==> config.mk <==
export PLATFORM = sky130hd
export DESIGN_NAME = focus_sweep_sched_flat
export DESIGN_NICKNAME = d
export VERILOG_FILES = /design/src/rtl/focus_sweep_sched_if.sv /design/src/rtl/focus_sweep_sched.sv /design/src/flat_wrapper.sv
export SDC_FILE = /design/constraint.sdc
export NUM_CORES = 1
export LEC_CHECK = 0
export BUFFER_PORTS_ARGS = -buffer_cell sky130_fd_sc_hd__buf_2
export CORE_MARGIN = 2
export CORE_UTILIZATION = 48
export CTS_BUF_LIST = sky130_fd_sc_hd__clkbuf_8
export DETAILED_ROUTE_END_ITERATION = 10
export PLACE_DENSITY = 0.94
export SETUP_SLACK_MARGIN = 0.4
export SYNTH_ARGS = -nofsm -noshare
export SYNTH_HDL_FRONTEND = slang
export SYNTH_SLANG_ARGS = --single-unit
==> constraint.sdc <==
create_clock -name sclk -period 2.6 [get_ports sclk]
set_clock_uncertainty 0.1 [all_clocks]
set_input_delay 0.26 -clock sclk [delete_from_list [all_inputs] [get_ports sclk]]
set_output_delay 0.26 -clock sclk [all_outputs]
set_load 0.03 [all_outputs]
==> src/rtl/focus_sweep_sched_if.sv <==
// Signal bundle for focus_sweep_sched: sweep control, frame metrics, host table-write
// request and the shared table write port.
interface focus_sweep_sched_if;
    logic        sweep_en;
    logic        loop_en;
    logic [3:0]  filt_first;
    logic [3:0]  filt_last;
    logic        frame_done;
    logic [31:0] hifreq;
    logic        h_req;
    logic [9:0]  h_ta;
    logic [15:0] h_tdi;
    logic        h_gnt;
    logic        twe;
    logic [9:0]  ta;
    logic [15:0] tdi;
    logic        res_valid;
    logic [3:0]  res_filt;
    logic [31:0] res_val;
    logic        sweep_busy;
    logic        sweep_done;
    logic        sweep_err;
    logic [3:0]  best_filt;
    logic [31:0] best_val;

    modport master (
        output sweep_en, loop_en, filt_first, filt_last, frame_done, hifreq,
               h_req, h_ta, h_tdi,
        input  h_gnt, twe, ta, tdi, res_valid, res_filt, res_val,
               sweep_busy, sweep_done, sweep_err, best_filt, best_val
    );

    modport slave (
        input  sweep_en, loop_en, filt_first, filt_last, frame_done, hifreq,
               h_req, h_ta, h_tdi,
        output h_gnt, twe, ta, tdi, res_valid, res_filt, res_val,
               sweep_busy, sweep_done, sweep_err, best_filt, best_val
    );
endinterface

==> src/rtl/focus_sweep_sched.sv <==
// Focus filter sweep scheduler: steps a filter index through a table write port, measures
// one sharpness value per filter, and arbitrates the port with host writes.
// Optional best-result tracker enabled by defining FOCUS_SWEEP_BEST_EN.
module focus_sweep_sched #(
    parameter logic [9:0] TAB_FSEL_ADDR = 10'h3C5
) (
    input logic               sclk,
    input logic               rst,
    focus_sweep_sched_if.slave bus
);

    typedef enum logic [1:0] {StIdle, StLoad, StSkip, StMeas} state_e;

    state_e      r_state;
    logic [3:0]  r_cur;
    logic [3:0]  r_first;
    logic [3:0]  r_last;
    logic        r_loop;
    logic        r_en_prev;
    logic        r_twe;
    logic        r_gnt;
    logic [9:0]  r_ta;
    logic [15:0] r_tdi;
    logic        r_res_valid;
    logic [3:0]  r_res_filt;
    logic [31:0] r_res_val;
    logic        r_done;
    logic        r_err;
`ifdef FOCUS_SWEEP_BEST_EN
    logic [3:0]  r_best_filt;
    logic [31:0] r_best_val;
`endif

    logic w_en_rise;
    logic w_range_ok;
    logic w_load_wr;
    logic w_host_wr;

    assign w_en_rise  = bus.sweep_en & ~r_en_prev;
    assign w_range_ok = (bus.filt_first <= bus.filt_last) && (bus.filt_last <= 4'd14);
    // Dropping sweep_en cancels a pending sweep write in the same cycle.
    assign w_load_wr  = (r_state == StLoad) && bus.sweep_en;
    assign w_host_wr  = bus.h_req && !w_load_wr;

    always_ff @(posedge sclk) begin
        if (rst) begin
            r_state     <= StIdle;
            r_cur       <= 4'd0;
            r_first     <= 4'd0;
            r_last      <= 4'd0;
            r_loop      <= 1'b0;
            r_en_prev   <= 1'b0;
            r_twe       <= 1'b0;
            r_gnt       <= 1'b0;
            r_ta        <= 10'd0;
            r_tdi       <= 16'd0;
            r_res_valid <= 1'b0;
            r_res_filt  <= 4'd0;
            r_res_val   <= 32'd0;
            r_done      <= 1'b0;
            r_err       <= 1'b0;
`ifdef FOCUS_SWEEP_BEST_EN
            r_best_filt <= 4'd0;
            r_best_val  <= 32'd0;
`endif
        end else begin
            r_en_prev   <= bus.sweep_en;
            r_twe       <= 1'b0;
            r_gnt       <= 1'b0;
            r_res_valid <= 1'b0;
            r_done      <= 1'b0;
            r_err       <= 1'b0;

            if (w_load_wr) begin
                r_twe <= 1'b1;
                r_ta  <= TAB_FSEL_ADDR;
                r_tdi <= {12'h000, r_cur};
            end else if (w_host_wr) begin
                r_twe <= 1'b1;
                r_gnt <= 1'b1;
                r_ta  <= bus.h_ta;
                r_tdi <= bus.h_tdi;
            end

            if (!bus.sweep_en) begin
                r_state <= StIdle;
            end else begin
                unique case (r_state)
                    StIdle: begin
                        if (w_en_rise) begin
                            if (w_range_ok) begin
                                r_cur   <= bus.filt_first;
                                r_first <= bus.filt_first;
                                r_last  <= bus.filt_last;
                                r_loop  <= bus.loop_en;
                                r_state <= StLoad;
`ifdef FOCUS_SWEEP_BEST_EN
                                r_best_filt <= 4'd0;
                                r_best_val  <= 32'd0;
`endif
                            end else begin
                                r_err <= 1'b1;
                            end
                        end
                    end
                    // The sweep write always wins arbitration, so LOAD lasts one cycle.
                    StLoad: r_state <= StSkip;
                    StSkip: begin
                        if (bus.frame_done) begin
                            r_state <= StMeas;
                        end
                    end
                    StMeas: begin
                        if (bus.frame_done) begin
                            r_res_valid <= 1'b1;
                            r_res_filt  <= r_cur;
                            r_res_val   <= bus.hifreq;
`ifdef FOCUS_SWEEP_BEST_EN
                            if (bus.hifreq > r_best_val) begin
                                r_best_val  <= bus.hifreq;
                                r_best_filt <= r_cur;
                            end
`endif
                            if (r_cur < r_last) begin
                                r_cur   <= r_cur + 4'd1;
                                r_state <= StLoad;
                            end else if (r_loop) begin
                                r_cur   <= r_first;
                                r_state <= StLoad;
                            end else begin
                                r_done  <= 1'b1;
                                r_state <= StIdle;
                            end
                        end
                    end
                endcase
            end
        end
    end

    assign bus.h_gnt      = r_gnt;
    assign bus.twe        = r_twe;
    assign bus.ta         = r_ta;
    assign bus.tdi        = r_tdi;
    assign bus.res_valid  = r_res_valid;
    assign bus.res_filt   = r_res_filt;
    assign bus.res_val    = r_res_val;
    assign bus.sweep_busy = (r_state != StIdle);
    assign bus.sweep_done = r_done;
    assign bus.sweep_err  = r_err;
`ifdef FOCUS_SWEEP_BEST_EN
    assign bus.best_filt  = r_best_filt;
    assign bus.best_val   = r_best_val;
`else
    assign bus.best_filt  = 4'd0;
    assign bus.best_val   = 32'd0;
`endif

endmodule

==> src/flat_wrapper.sv <==
// flat-port wrapper written by rule: the top's interface ports become plain ports
module focus_sweep_sched_flat 
#(
    parameter logic [9:0] TAB_FSEL_ADDR = 10'h3C5
)
  (sclk, rst, bus_sweep_en, bus_loop_en, bus_filt_first, bus_filt_last, bus_frame_done, bus_hifreq, bus_h_req, bus_h_ta, bus_h_tdi, bus_h_gnt, bus_twe, bus_ta, bus_tdi, bus_res_valid, bus_res_filt, bus_res_val, bus_sweep_busy, bus_sweep_done, bus_sweep_err, bus_best_filt, bus_best_val);
  focus_sweep_sched_if bus_i ();
  input logic sclk;
  input logic rst;
  input wire logic [$bits(bus_i.sweep_en)-1:0] bus_sweep_en;
  input wire logic [$bits(bus_i.loop_en)-1:0] bus_loop_en;
  input wire logic [$bits(bus_i.filt_first)-1:0] bus_filt_first;
  input wire logic [$bits(bus_i.filt_last)-1:0] bus_filt_last;
  input wire logic [$bits(bus_i.frame_done)-1:0] bus_frame_done;
  input wire logic [$bits(bus_i.hifreq)-1:0] bus_hifreq;
  input wire logic [$bits(bus_i.h_req)-1:0] bus_h_req;
  input wire logic [$bits(bus_i.h_ta)-1:0] bus_h_ta;
  input wire logic [$bits(bus_i.h_tdi)-1:0] bus_h_tdi;
  output wire logic [$bits(bus_i.h_gnt)-1:0] bus_h_gnt;
  output wire logic [$bits(bus_i.twe)-1:0] bus_twe;
  output wire logic [$bits(bus_i.ta)-1:0] bus_ta;
  output wire logic [$bits(bus_i.tdi)-1:0] bus_tdi;
  output wire logic [$bits(bus_i.res_valid)-1:0] bus_res_valid;
  output wire logic [$bits(bus_i.res_filt)-1:0] bus_res_filt;
  output wire logic [$bits(bus_i.res_val)-1:0] bus_res_val;
  output wire logic [$bits(bus_i.sweep_busy)-1:0] bus_sweep_busy;
  output wire logic [$bits(bus_i.sweep_done)-1:0] bus_sweep_done;
  output wire logic [$bits(bus_i.sweep_err)-1:0] bus_sweep_err;
  output wire logic [$bits(bus_i.best_filt)-1:0] bus_best_filt;
  output wire logic [$bits(bus_i.best_val)-1:0] bus_best_val;
  assign bus_i.sweep_en = bus_sweep_en;
  assign bus_i.loop_en = bus_loop_en;
  assign bus_i.filt_first = bus_filt_first;
  assign bus_i.filt_last = bus_filt_last;
  assign bus_i.frame_done = bus_frame_done;
  assign bus_i.hifreq = bus_hifreq;
  assign bus_i.h_req = bus_h_req;
  assign bus_i.h_ta = bus_h_ta;
  assign bus_i.h_tdi = bus_h_tdi;
  assign bus_h_gnt = bus_i.h_gnt;
  assign bus_twe = bus_i.twe;
  assign bus_ta = bus_i.ta;
  assign bus_tdi = bus_i.tdi;
  assign bus_res_valid = bus_i.res_valid;
  assign bus_res_filt = bus_i.res_filt;
  assign bus_res_val = bus_i.res_val;
  assign bus_sweep_busy = bus_i.sweep_busy;
  assign bus_sweep_done = bus_i.sweep_done;
  assign bus_sweep_err = bus_i.sweep_err;
  assign bus_best_filt = bus_i.best_filt;
  assign bus_best_val = bus_i.best_val;
  focus_sweep_sched #(.TAB_FSEL_ADDR(TAB_FSEL_ADDR)) u_core (.sclk(sclk), .rst(rst), .bus(bus_i));
endmodule
==> summary.md <==
| Metric | Value |
|---|---|
| Worst slack after detailed placement | `0.567 ns` |
| Total track usage | `0.203` |
| Number of top-level design ports | `176` |
| Cell type of the slowest stage on the worst timing path | `dfxtp_1` |
| Post-route core utilization | `0.600` |
| Setup slack of the most critical reg-to-reg path | `0.55 ns` |
| Outcome | `complete, no violations` |
| Count of final max-slew check failures | `0` |
| Critical path start-end classification | `flop to flop` |
| Routed length per placed instance | `13.3 um` |
| Number of endpoints failing setup at the final stage | `0` |
| Die area | `0.00849 mm2` |
| Capturing point of the worst reg2reg path | `u_core.r_cur[3]` |
| Number of gates resized after cts | `0` |
| Launching instance or port of the critical path | `u_core.r_cur[1]` |
| Relative slew margins | `0.478` |
| Placed cell count | `653` |
| Yosys top cell area share | `0.446` |
| Ordered list of cells on the worst path | `ha_1 > o211ai_1 > o21ai_2 > a31oi_4 > a31oi_1 > a311oi_1` |
| Layout Cells excl Fill | `669` |
| Proportion of layout cells with a drive suffix above 1 | `0.305` |
| Pin slew with the least headroom to its limit | `0.782 ns` |
| Largest net degree at the start of global routing | `55` |
| Cell area reported after detailed placement | `0.00437 mm2` |
| Synth warnings | `0` |
| Number of DRC violations after detailed-routing iteration 0 | `152` |
| Reg2Reg Depth | `6` |
| Clock tree root buffer cell | `clkbuf_8` |
| Synth Instances | `430` |
| Fraction of met1 tracks used by global routing | `0.247` |
| Count of final hold-check violations | `0` |
| Area of the core region | `0.00761 mm2` |
| GR Layer Usage met2 | `0.352` |
| Hold slack final | `0.0408 ns` |
| Post-DRT Antenna Nets | `0` |
| RSZ-0062 raised after global routing | `false` |
| Post-CTS repair timing setup buffer count | `0` |
| Horizontal extent of the die | `92.1 um` |
| CTS H-tree depth | `3` |
| Capturing element type of the critical path | `flop` |
| Final net count | `646` |
| DRC viols | `0` |
| Clock Tree Buf Depth | `2` |
| FF+latch count, synth | `83` |
| Initial antenna violation count | `0` |
| Avg Synthesized Cell Area | `8.67 um2` |
| Routing usage on met3 | `0.0419` |
| Reg clk slew, reported paths | `0.09 ns` |
| Sum Neg Setup Slack | `0 ns` |
| Post-Route WL | `8.90 mm` |
| Final global-route overflow total | `0` |
| Antenna diode count | `0` |
| Maximum VDD drop | `223 uV` |
| Count of flip-flops with a built-in enable after synthesis | `0` |
| Worst path setup slack after routing | `0.551 ns` |
| Clock tree from TritonCTS | `done` |
| Starting density of the core | `0.490` |
| Ys flop type | `dfxtp_1` |
| Top post-synthesis cells by area | `dfxtp_1, nand2_1, mux2i_1, buf_4, a21oi_1` |
| Hold-fix buffers at CTS | `0` |
| Fmax | `0.488 GHz` |
| Critical path fanouts, max | `6` |
| Slowest stage delay, CP | `0.46 ns` |
| Vias in the first global route | `2,963` |
| Post-synthesis cell type count | `44` |
| Pre-Repair DR Iteration Count | `4` |
| Sum of net half-perimeters after detailed placement | `6.55 mm` |
| Critical register-to-register path startpoint | `u_core.r_cur[1]` |
| Core Rows | `32` |
| Synth async-reset ratio | `0` |
| Leak | `2.18 nW` |
| Synth Cell Area | `0.00373 mm2` |
| Critical path launch point type | `flop` |
| Kind of path behind the tightest hold check | `primary input to flop` |
| Number of clock sinks seen by CTS | `83` |
| Maxcap violations | `0` |
| Arr. time, crit path | `2.18 ns` |
| Power density of the placed cells | `596 mW/mm2` |
| Latest clock arrival within the worst-skew pair | `0.34 ns` |
| Global-route wire length before repair | `13.8 mm` |
| Detail-routed via count per cell | `4.98` |
| Overall power of the completed layout | `2.72 mW` |
| Period utilisation layout | `0.788` |
| Fin area | `0.00456 mm2` |
| Timing endpoint of the critical path | `u_core.r_cur[3]` |
| # port buffers | `139` |
| Vertical die dimension | `92.1 um` |
| Area delta synth->final | `22.3%` |
| Period minus WS final | `2.05 ns` |
| Worst path required time | `2.73 ns` |
| GP Congestion | `0.857` |
| Part of the Yosys area used for sequential elements | `0.446` |
| Global route hottest layer | `met2` |
| Synth area leader | `dfxtp_1` |
| Overall via count from detail_route | `3,333` |
| CTS Buf Count | `9` |
==> registers in the layout, indices dropped and copies added, names as in the netlist, 2 cells and up <==
signal and cells:
u_core.bus.res_filt 4, u_core.bus.ta 10, u_core.bus.res_val 32, u_core.r_cur 4, u_core.r_state 2, u_core.r_first 4
u_core.bus.tdi 16, u_core.r_last 4
==> Yosys cell counts, types with 4 or more instances <==
cell      instances
a211oi_1          5
a21oi_1          47
a31oi_1           4
buf_2             6
buf_4            37
clkbuf_1         14
dfxtp_1          83
ha_1             12
inv_1            15
mux2i_1          35
nand2_1         102
nor2_1           23
o211ai_1          4
==> kinds of logic after synthesis <==
logic type      count (synthesis)  synth area share
xor+xnor                        2           0.00470
other cells                     1           0.00101
mux                            35            0.0940
fa+ha+maj                      12            0.0403
simple gates                  141             0.156
buf+inv                        74             0.114
flops                          83             0.446
compound gates                 82             0.145
==> layout by cell type (no fill, tap or decap), types with 4 or more instances in the layout <==
| cell | instances |
|---|---|
| a21oi_1 | 47 |
| buf_4 | 4 |
| conb_1 | 36 |
| buf_2 | 139 |
| o211ai_1 | 4 |
| ha_1 | 12 |
| inv_1 | 17 |
| mux2i_1 | 35 |
| a211oi_1 | 5 |
| clkbuf_8 | 9 |
| nor2_1 | 23 |
| dfxtp_1 | 83 |
| a31oi_1 | 4 |
| nand2_1 | 102 |
==> layout make-up <==
| class | count | area [um2] |
|---|---|---|
| clock buffer | 9 | 124 |
| clock inverter | 7 | 68.8 |
| fill | 688 | 3050 |
| inverter | 16 | 60.1 |
| multi-input combinational | 308 | 1770 |
| sequential | 83 | 1660 |
| tap | 102 | 128 |
| timing repair buffer | 144 | 746 |
==> critical path, delay by kind of cell, from the launching register on <==
family,cells,cell delay [ns]
flip-flops,1,0.46
AO/OA/AOI/OAI,5,1.11
adder cells (fa/ha/maj),1,0.28
==> report_power, final <==
part	leakage (nW)	total [mW]	internal (mW)	switching, mW
registers	0.676	1.35	1.32	0.0316
clock network	0.0945	0.899	0.440	0.458
logic	1.41	0.471	0.156	0.315
total	2.18	2.72	1.91	0.805
==> worst min path at each step <==
stage,slack (ns),startpoint,cells after the start,endpoint
after floorplan,0.30,bus_hifreq[0],2,u_core.bus.res_val[0]
after global placement,0.34,u_core.bus.res_val[11],2,u_core.bus.res_val[11]
after detailed placement,0.34,u_core.bus.res_val[2],2,u_core.bus.res_val[2]
after CTS,0.02,bus_hifreq[16],3,u_core.bus.res_val[16]
after global routing,0.03,bus_hifreq[16],3,u_core.bus.res_val[16]
final,0.04,bus_hifreq[20],3,u_core.bus.res_val[20]
==> layer usage <==
metal,part of all wire,vias up
met1,0.41,1542
met3,0.067,18
met5,0,-
met4,0.017,0
li1,-,1630
met2,0.51,143
(Power assumes the default switching activity.)
